File: src/rtl/tcp_tx_scheduler_if.sv
// Shared types and the port bundle for tcp_tx_scheduler.
//
// tcp_tx_pkg::tcp_packet_info_s is the header/control record handed to tcp_sender.
// tcp_tx_scheduler_if carries every non-clock signal:
//   requester side : req, req_pkt, done, grant, s_tdata/s_tvalid/s_tlast/s_tready
//   sender side    : snd_start, snd_pkt, snd_busy, snd_tdata/snd_tvalid/snd_tlast/snd_tready
//   status         : err_timeout
// The master modport is the scheduler's view; slave is the surrounding logic's view.
package tcp_tx_pkg;
  typedef struct packed {
    logic [15:0] src_port;
    logic [15:0] dst_port;
    logic [31:0] seq;
    logic [31:0] ack;
    logic [7:0]  flags;
    logic [15:0] payload_len;
  } tcp_packet_info_s;
endpackage

interface tcp_tx_scheduler_if #(parameter int NUM_REQ = 3);
  logic [NUM_REQ-1:0]                          req;
  tcp_tx_pkg::tcp_packet_info_s [NUM_REQ-1:0]  req_pkt;
  logic [NUM_REQ-1:0]                          done;
  logic [NUM_REQ-1:0]                          grant;
  logic                                        err_timeout;
  logic [NUM_REQ*8-1:0]                        s_tdata;
  logic [NUM_REQ-1:0]                          s_tvalid;
  logic [NUM_REQ-1:0]                          s_tlast;
  logic [NUM_REQ-1:0]                          s_tready;
  logic                                        snd_start;
  tcp_tx_pkg::tcp_packet_info_s                snd_pkt;
  logic                                        snd_busy;
  logic [7:0]                                  snd_tdata;
  logic                                        snd_tvalid;
  logic                                        snd_tlast;
  logic                                        snd_tready;

  modport master (
    input  req, req_pkt, s_tdata, s_tvalid, s_tlast, snd_busy, snd_tready,
    output done, grant, err_timeout, s_tready, snd_start, snd_pkt,
           snd_tdata, snd_tvalid, snd_tlast
  );

  modport slave (
    output req, req_pkt, s_tdata, s_tvalid, s_tlast, snd_busy, snd_tready,
    input  done, grant, err_timeout, s_tready, snd_start, snd_pkt,
           snd_tdata, snd_tvalid, snd_tlast
  );
endinterface

File: src/rtl/tcp_tx_scheduler.sv
// tcp_tx_scheduler: round-robin sharing of one tcp_sender between NUM_REQ sources.
//
// Ports:
//   clk  - clock
//   rst  - asynchronous reset, active high
//   bus  - tcp_tx_scheduler_if.master (requests, per-requester payload lanes,
//          sender control/payload, done/grant/err_timeout status)
//
// Flow: IDLE picks a winner and latches its packet info, ISSUE pulses snd_start,
// WAIT_BUSY waits (bounded by BUSY_TIMEOUT) for the sender to go busy, RUN waits
// for busy to fall, DONE pulses done to the winner and advances the RR pointer.
// The payload lane of the winner is muxed to the sender in WAIT_BUSY and RUN.
module tcp_tx_scheduler #(
  parameter int NUM_REQ      = 3,
  parameter int BUSY_TIMEOUT = 16
) (
  input  logic               clk,
  input  logic               rst,
  tcp_tx_scheduler_if.master bus
);
  localparam int IW = (NUM_REQ > 1) ? $clog2(NUM_REQ) : 1;
  localparam int CW = $clog2(BUSY_TIMEOUT + 1);

  typedef enum logic [2:0] {IDLE, ISSUE, WAIT_BUSY, RUN, DONE} state_e;

  state_e                       state_q;
  logic [IW-1:0]                rr_ptr_q, win_q;
  logic [CW-1:0]                cnt_q;
  logic [NUM_REQ-1:0]           grant_q, done_q;
  logic                         start_q, err_q;
  tcp_tx_pkg::tcp_packet_info_s pkt_q;

  // Round-robin pick: scan from the far end back toward rr_ptr so the last hit
  // (the one that sticks) is the first set request at or after rr_ptr.
  logic [IW-1:0] pick_d, idx;
  logic          pick_vld_d;
  always_comb begin
    pick_d     = '0;
    pick_vld_d = 1'b0;
    idx        = '0;
    for (int k = NUM_REQ - 1; k >= 0; k--) begin
      idx = IW'((int'(rr_ptr_q) + k) % NUM_REQ);
      if (bus.req[idx]) begin
        pick_d     = idx;
        pick_vld_d = 1'b1;
      end
    end
  end

  logic [IW-1:0] rr_nxt;
  assign rr_nxt = (win_q == IW'(NUM_REQ - 1)) ? '0 : win_q + 1'b1;

  always_ff @(posedge clk or posedge rst) begin
    if (rst) begin
      state_q  <= IDLE;
      rr_ptr_q <= '0;
      win_q    <= '0;
      cnt_q    <= '0;
      grant_q  <= '0;
      done_q   <= '0;
      start_q  <= 1'b0;
      err_q    <= 1'b0;
      pkt_q    <= '0;
    end else begin
      start_q <= 1'b0;
      done_q  <= '0;
      err_q   <= 1'b0;
      case (state_q)
        IDLE: if (pick_vld_d) begin
          win_q   <= pick_d;
          grant_q <= NUM_REQ'(1) << pick_d;
          pkt_q   <= bus.req_pkt[pick_d];
          start_q <= 1'b1;
          state_q <= ISSUE;
        end
        ISSUE: begin
          cnt_q   <= '0;
          state_q <= WAIT_BUSY;
        end
        WAIT_BUSY: begin
          // A busy that is already high here is taken as this frame's start.
          if (bus.snd_busy) begin
            state_q <= RUN;
          end else if (cnt_q == CW'(BUSY_TIMEOUT - 1)) begin
            err_q   <= 1'b1;
            done_q  <= grant_q;
            state_q <= DONE;
          end else begin
            cnt_q <= cnt_q + 1'b1;
          end
        end
        RUN: if (!bus.snd_busy) begin
          done_q  <= grant_q;
          state_q <= DONE;
        end
        DONE: begin
          grant_q  <= '0;
          rr_ptr_q <= rr_nxt;
          state_q  <= IDLE;
        end
        default: state_q <= IDLE;
      endcase
    end
  end

  // Payload mux, open only while a frame is in flight.
  logic               open_w;
  logic [7:0]         tdata_w;
  logic               tvalid_w, tlast_w;
  logic [NUM_REQ-1:0] tready_w;
  assign open_w = (state_q == WAIT_BUSY) || (state_q == RUN);

  always_comb begin
    tdata_w  = '0;
    tvalid_w = 1'b0;
    tlast_w  = 1'b0;
    tready_w = '0;
    if (open_w) begin
      tdata_w         = bus.s_tdata[{win_q, 3'b000} +: 8];
      tvalid_w        = bus.s_tvalid[win_q];
      tlast_w         = bus.s_tlast[win_q];
      tready_w[win_q] = bus.snd_tready;
    end
  end

  assign bus.grant       = grant_q;
  assign bus.done        = done_q;
  assign bus.snd_start   = start_q;
  assign bus.err_timeout = err_q;
  assign bus.snd_pkt     = pkt_q;
  assign bus.snd_tdata   = tdata_w;
  assign bus.snd_tvalid  = tvalid_w;
  assign bus.snd_tlast   = tlast_w;
  assign bus.s_tready    = tready_w;
endmodule

File: src/flat_wrapper.sv
// flat-port wrapper written by rule: the top's interface ports become plain ports
module tcp_tx_scheduler_flat 
#(
  parameter int NUM_REQ      = 3,
  parameter int BUSY_TIMEOUT = 16
)
  (clk, rst, bus_req, bus_req_pkt, bus_s_tdata, bus_s_tvalid, bus_s_tlast, bus_snd_busy, bus_snd_tready, bus_done, bus_grant, bus_err_timeout, bus_s_tready, bus_snd_start, bus_snd_pkt, bus_snd_tdata, bus_snd_tvalid, bus_snd_tlast);
  tcp_tx_scheduler_if #(.NUM_REQ(NUM_REQ)) bus_i ();
  input  logic clk;
  input  logic rst;
  input wire logic [$bits(bus_i.req)-1:0] bus_req;
  input wire logic [$bits(bus_i.req_pkt)-1:0] bus_req_pkt;
  input wire logic [$bits(bus_i.s_tdata)-1:0] bus_s_tdata;
  input wire logic [$bits(bus_i.s_tvalid)-1:0] bus_s_tvalid;
  input wire logic [$bits(bus_i.s_tlast)-1:0] bus_s_tlast;
  input wire logic [$bits(bus_i.snd_busy)-1:0] bus_snd_busy;
  input wire logic [$bits(bus_i.snd_tready)-1:0] bus_snd_tready;
  output wire logic [$bits(bus_i.done)-1:0] bus_done;
  output wire logic [$bits(bus_i.grant)-1:0] bus_grant;
  output wire logic [$bits(bus_i.err_timeout)-1:0] bus_err_timeout;
  output wire logic [$bits(bus_i.s_tready)-1:0] bus_s_tready;
  output wire logic [$bits(bus_i.snd_start)-1:0] bus_snd_start;
  output wire logic [$bits(bus_i.snd_pkt)-1:0] bus_snd_pkt;
  output wire logic [$bits(bus_i.snd_tdata)-1:0] bus_snd_tdata;
  output wire logic [$bits(bus_i.snd_tvalid)-1:0] bus_snd_tvalid;
  output wire logic [$bits(bus_i.snd_tlast)-1:0] bus_snd_tlast;
  assign bus_i.req = bus_req;
  assign bus_i.req_pkt = bus_req_pkt;
  assign bus_i.s_tdata = bus_s_tdata;
  assign bus_i.s_tvalid = bus_s_tvalid;
  assign bus_i.s_tlast = bus_s_tlast;
  assign bus_i.snd_busy = bus_snd_busy;
  assign bus_i.snd_tready = bus_snd_tready;
  assign bus_done = bus_i.done;
  assign bus_grant = bus_i.grant;
  assign bus_err_timeout = bus_i.err_timeout;
  assign bus_s_tready = bus_i.s_tready;
  assign bus_snd_start = bus_i.snd_start;
  assign bus_snd_pkt = bus_i.snd_pkt;
  assign bus_snd_tdata = bus_i.snd_tdata;
  assign bus_snd_tvalid = bus_i.snd_tvalid;
  assign bus_snd_tlast = bus_i.snd_tlast;
  tcp_tx_scheduler #(.NUM_REQ(NUM_REQ), .BUSY_TIMEOUT(BUSY_TIMEOUT)) u_core (.clk(clk), .rst(rst), .bus(bus_i));
endmodule
File: config.mk
export PLATFORM = sky130hd
export DESIGN_NAME = tcp_tx_scheduler_flat
export DESIGN_NICKNAME = d
export VERILOG_FILES = /design/src/rtl/tcp_tx_scheduler_if.sv /design/src/rtl/tcp_tx_scheduler.sv /design/src/flat_wrapper.sv
export SDC_FILE = /design/constraint.sdc
export NUM_CORES = 1
export LEC_CHECK = 0
export ABC_AREA = 1
export BUFFER_PORTS_ARGS = -buffer_cell sky130_fd_sc_hd__buf_2
export CORE_AREA = 2 2 210 212
export DETAILED_ROUTE_END_ITERATION = 8
export DIE_AREA = 0 0 212 214
export PLACE_DENSITY = 0.46
export SETUP_SLACK_MARGIN = 0.1
export SLEW_MARGIN = 20
export SYNTH_ARGS = -nofsm -noshare
export SYNTH_HDL_FRONTEND = slang
export SYNTH_SLANG_ARGS = --single-unit
File: constraint.sdc
create_clock -name clk -period 5.8 [get_ports clk]
set_input_delay 0.58 -clock clk [delete_from_list [all_inputs] [get_ports clk]]
set_output_delay 0.58 -clock clk [all_outputs]
set_load 0.005 [all_outputs]
==> impl_metrics.json <==
{
  "async_reset_ff_frac": 1.00,
  "vias": 10300,
  "wire_per_inst_um": 16.9,
  "fin_crit_sh": 0.683,
  "skew_ns": 0.0137,
  "grt_usage": 0.171,
  "yosysMostFrequentCell": "nand2_1",
  "critPathLaunchType": "flop",
  "die_x_um": 212,
  "grt_pass1_wl_mm": 59.5,
  "drt_iter0_markers": 493,
  "cts_buffers": 17,
  "hold_buffers": 0,
  "grt_pass1_vias": 10300,
  "cts_tree": "yes",
  "fin_nets": 2154,
  "worstSetupPathType": "flop to flop",
  "clk_latency_ns": 0.44,
  "tns_ns": 0,
  "worstPathMaxFanout": 72,
  "synthTopCellsByArea": "dfrtp_1 40%, nand2_1 12%, inv_1 10%",
  "port_buffers": 537,
  "clkTransAtPathRegs_ns": 0.07,
  "htreeDepth": 4,
  "ir_worst_vdd_v": 0.000371,
  "pre_cts_ws_ns": 1.77,
  "worstMarginPinSlew_ns": 1.08,
  "dpl.hpwl_mm": 28.0,
  "required_ns": 6.12,
  "ys.warnings.count": 0,
  "synth_top_area_cell": "dfrtp_1",
  "syn_inst": 1270,
  "yosys_register_bits": 140,
  "die_h_um": 214,
  "hp-class": "input pin to asynchronous set/reset pin",
  "cp-end-kind": "flop",
  "cts-resized-gates": 0,
  "setup_ws_ns": 1.84,
  "area_growth_pct": 43.2,
  "yosysSeqAreaShare": 0.401,
  "die-area_mm2": 0.0454,
  "synth_top_cells_by_count": "270 x nand2_1, 237 x inv_1, 158 x nand3_1",
  "synth.distinct_cells": 29,
  "synthesis.nets": 1673,
  "grt_overflow": 0,
  "drt_wl_total_mm": 39.6,
  "r2r_slack_ns": 1.84,
  "synth_edf_count": 0,
  "finalSetupViolCount": 0,
  "finalHoldViolCount": 0,
  "synth.top_cell.area_share": 0.401,
  "drc": 0,
  "rows": 76,
  "num_io_pins": 538,
  "max-slew-margin-rel": 0.282,
  "antenna_found_initial": 5,
  "fill_cells": 4793,
  "grt_max_degree": 171,
  "first_pass_iters": 4,
  "post-route-util": 0.291,
  "post_drt_via_cell_ratio": 4.37,
  "cts-root-buf": "clkbuf_16",
  "cp.arrival_ns": 4.28,
  "postCtsSetupBuffers": 0,
  "drv_slew": 0,
  "cts.path.max_buffers": 2,
  "maxClockFrequency_mhz": 253,
  "ant_nets": 0,
  "powerDensity_mw_per_mm2": 573,
  "clkSinkCount": 140,
  "synth_ff_type": "dfrtp_1",
  "finalCriticalPeriod_ns": 3.96,
  "leakage_uw": 0.00714,
  "status": "finished, final reports clean",
  "post_route_cells_drive_above_1_share": 0.334,
  "gp_congestion": 0.817,
  "cap_violations": 0,
  "avgSynthCellArea_um2": 6.87,
  "start_util": 0.203,
  "syn_area_mm2": 0.00873,
  "rsz0062_at_grt": "false",
  "coreArea_mm2": 0.0429
}
## placed cells by master (no fill, tap or decap), types with 3 or more instances in the layout
cell type,n
nand2_1,268
dfrtp_1,140
a21boi_1,9
a21oi_1,148
clkinv_2,6
nor3_1,6
bufinv_16,3
buf_2,537
buf_4,7
ha_1,6
o211ai_1,59
inv_1,236
clkbuf_16,17
nor2_1,85
a21boi_0,40
nand3_1,158
o21ai_0,9
## per-layer routing
layer	vias up	GRT usage	wire length, µm
met5	-	0	38
met1	4791	0.193	16200
met4	6	0.0617	888
met2	415	0.308	19800
met3	45	0.0412	2740
li1	5005	-	-
## metrics by stage
| step | power, µW | area [µm²] | hold slack, ns | std cells |
|---|---|---|---|---|
| after detailed placement | 6100 | 11900 | 0.498 | 2316 |
| final | 7160 | 12500 | 0.350 | 2349 |
| after global placement | 6040 | 11900 | 0.493 | 2316 |
| after global routing | 7860 | 12500 | 0.343 | 2349 |
| after floorplan | 4500 | 8730 | 0.471 | 1270 |
| after CTS | 7290 | 12500 | 0.314 | 2347 |
## state kept, by name, summed over array words and instances (netlist names)
name	cells
u_core.win_q	2
u_core.bus.done	3
u_core.bus.snd_pkt	120
u_core.state_q	3
u_core.cnt_q	5
u_core.bus.grant	3
u_core.bus.err_timeout	1
u_core.bus.snd_start	1
u_core.rr_ptr_q	2
## path summary, 6_finish.rpt
path,startpoint,endpoint,cells after the start
max,u_core.rr_ptr_q[1],u_core.bus.snd_pkt[66],12
min,rst,u_core.bus.snd_pkt[8],2
max reg2reg,u_core.rr_ptr_q[1],u_core.bus.snd_pkt[66],12
min reg2reg,u_core.cnt_q[0],u_core.cnt_q[0],1
max in group asynchronous,rst,u_core.bus.snd_pkt[102],3
min in group clk,bus_req_pkt[258],u_core.bus.snd_pkt[18],3
## cell families (layout without fill, tap and decap cells)
family                     count (synthesis)  after routing  synth area share
and+or+nand+nor                          528            528             0.255
buffers and inverters                    324            817             0.147
AOI/OAI and AO/OA                        272            272             0.188
DFF                                      140            140             0.401
adders and majority gates                  6              6           0.00860
other                                      0              1                 0
## power by group
group | internal (µW) | switching, µW
clock network | 683 | 463
logic | 1500 | 2750
registers | 1470 | 293
## worst max-delay path, cell delays in order, from the launching register on
cell      delay (ns)
dfrtp_1         0.41
inv_1           0.09
ha_1            0.27
o21ai_1         0.11
nand2_1         0.12
nand2_1         0.13
inv_2           0.12
nand3_2         0.10
nand2_4         0.73
clkinv_2        1.01
buf_4           0.54
nor2_1          0.13
a21oi_1         0.05
## layout make-up
class | count | area (µm²) | share of cell area
flip-flops and latches | 140 | 3500 | 0.280
inverters | 241 | 913 | 0.0731
clock inverters | 12 | 148 | 0.0118
repair buffers | 545 | 2770 | 0.222
clock buffers | 19 | 443 | 0.0355
well taps | 585 | 732 | 0.0586
diodes | 1 | 2.50 | 0.000200
multi-input cells | 806 | 3980 | 0.319
(Power assumes the default switching activity.)
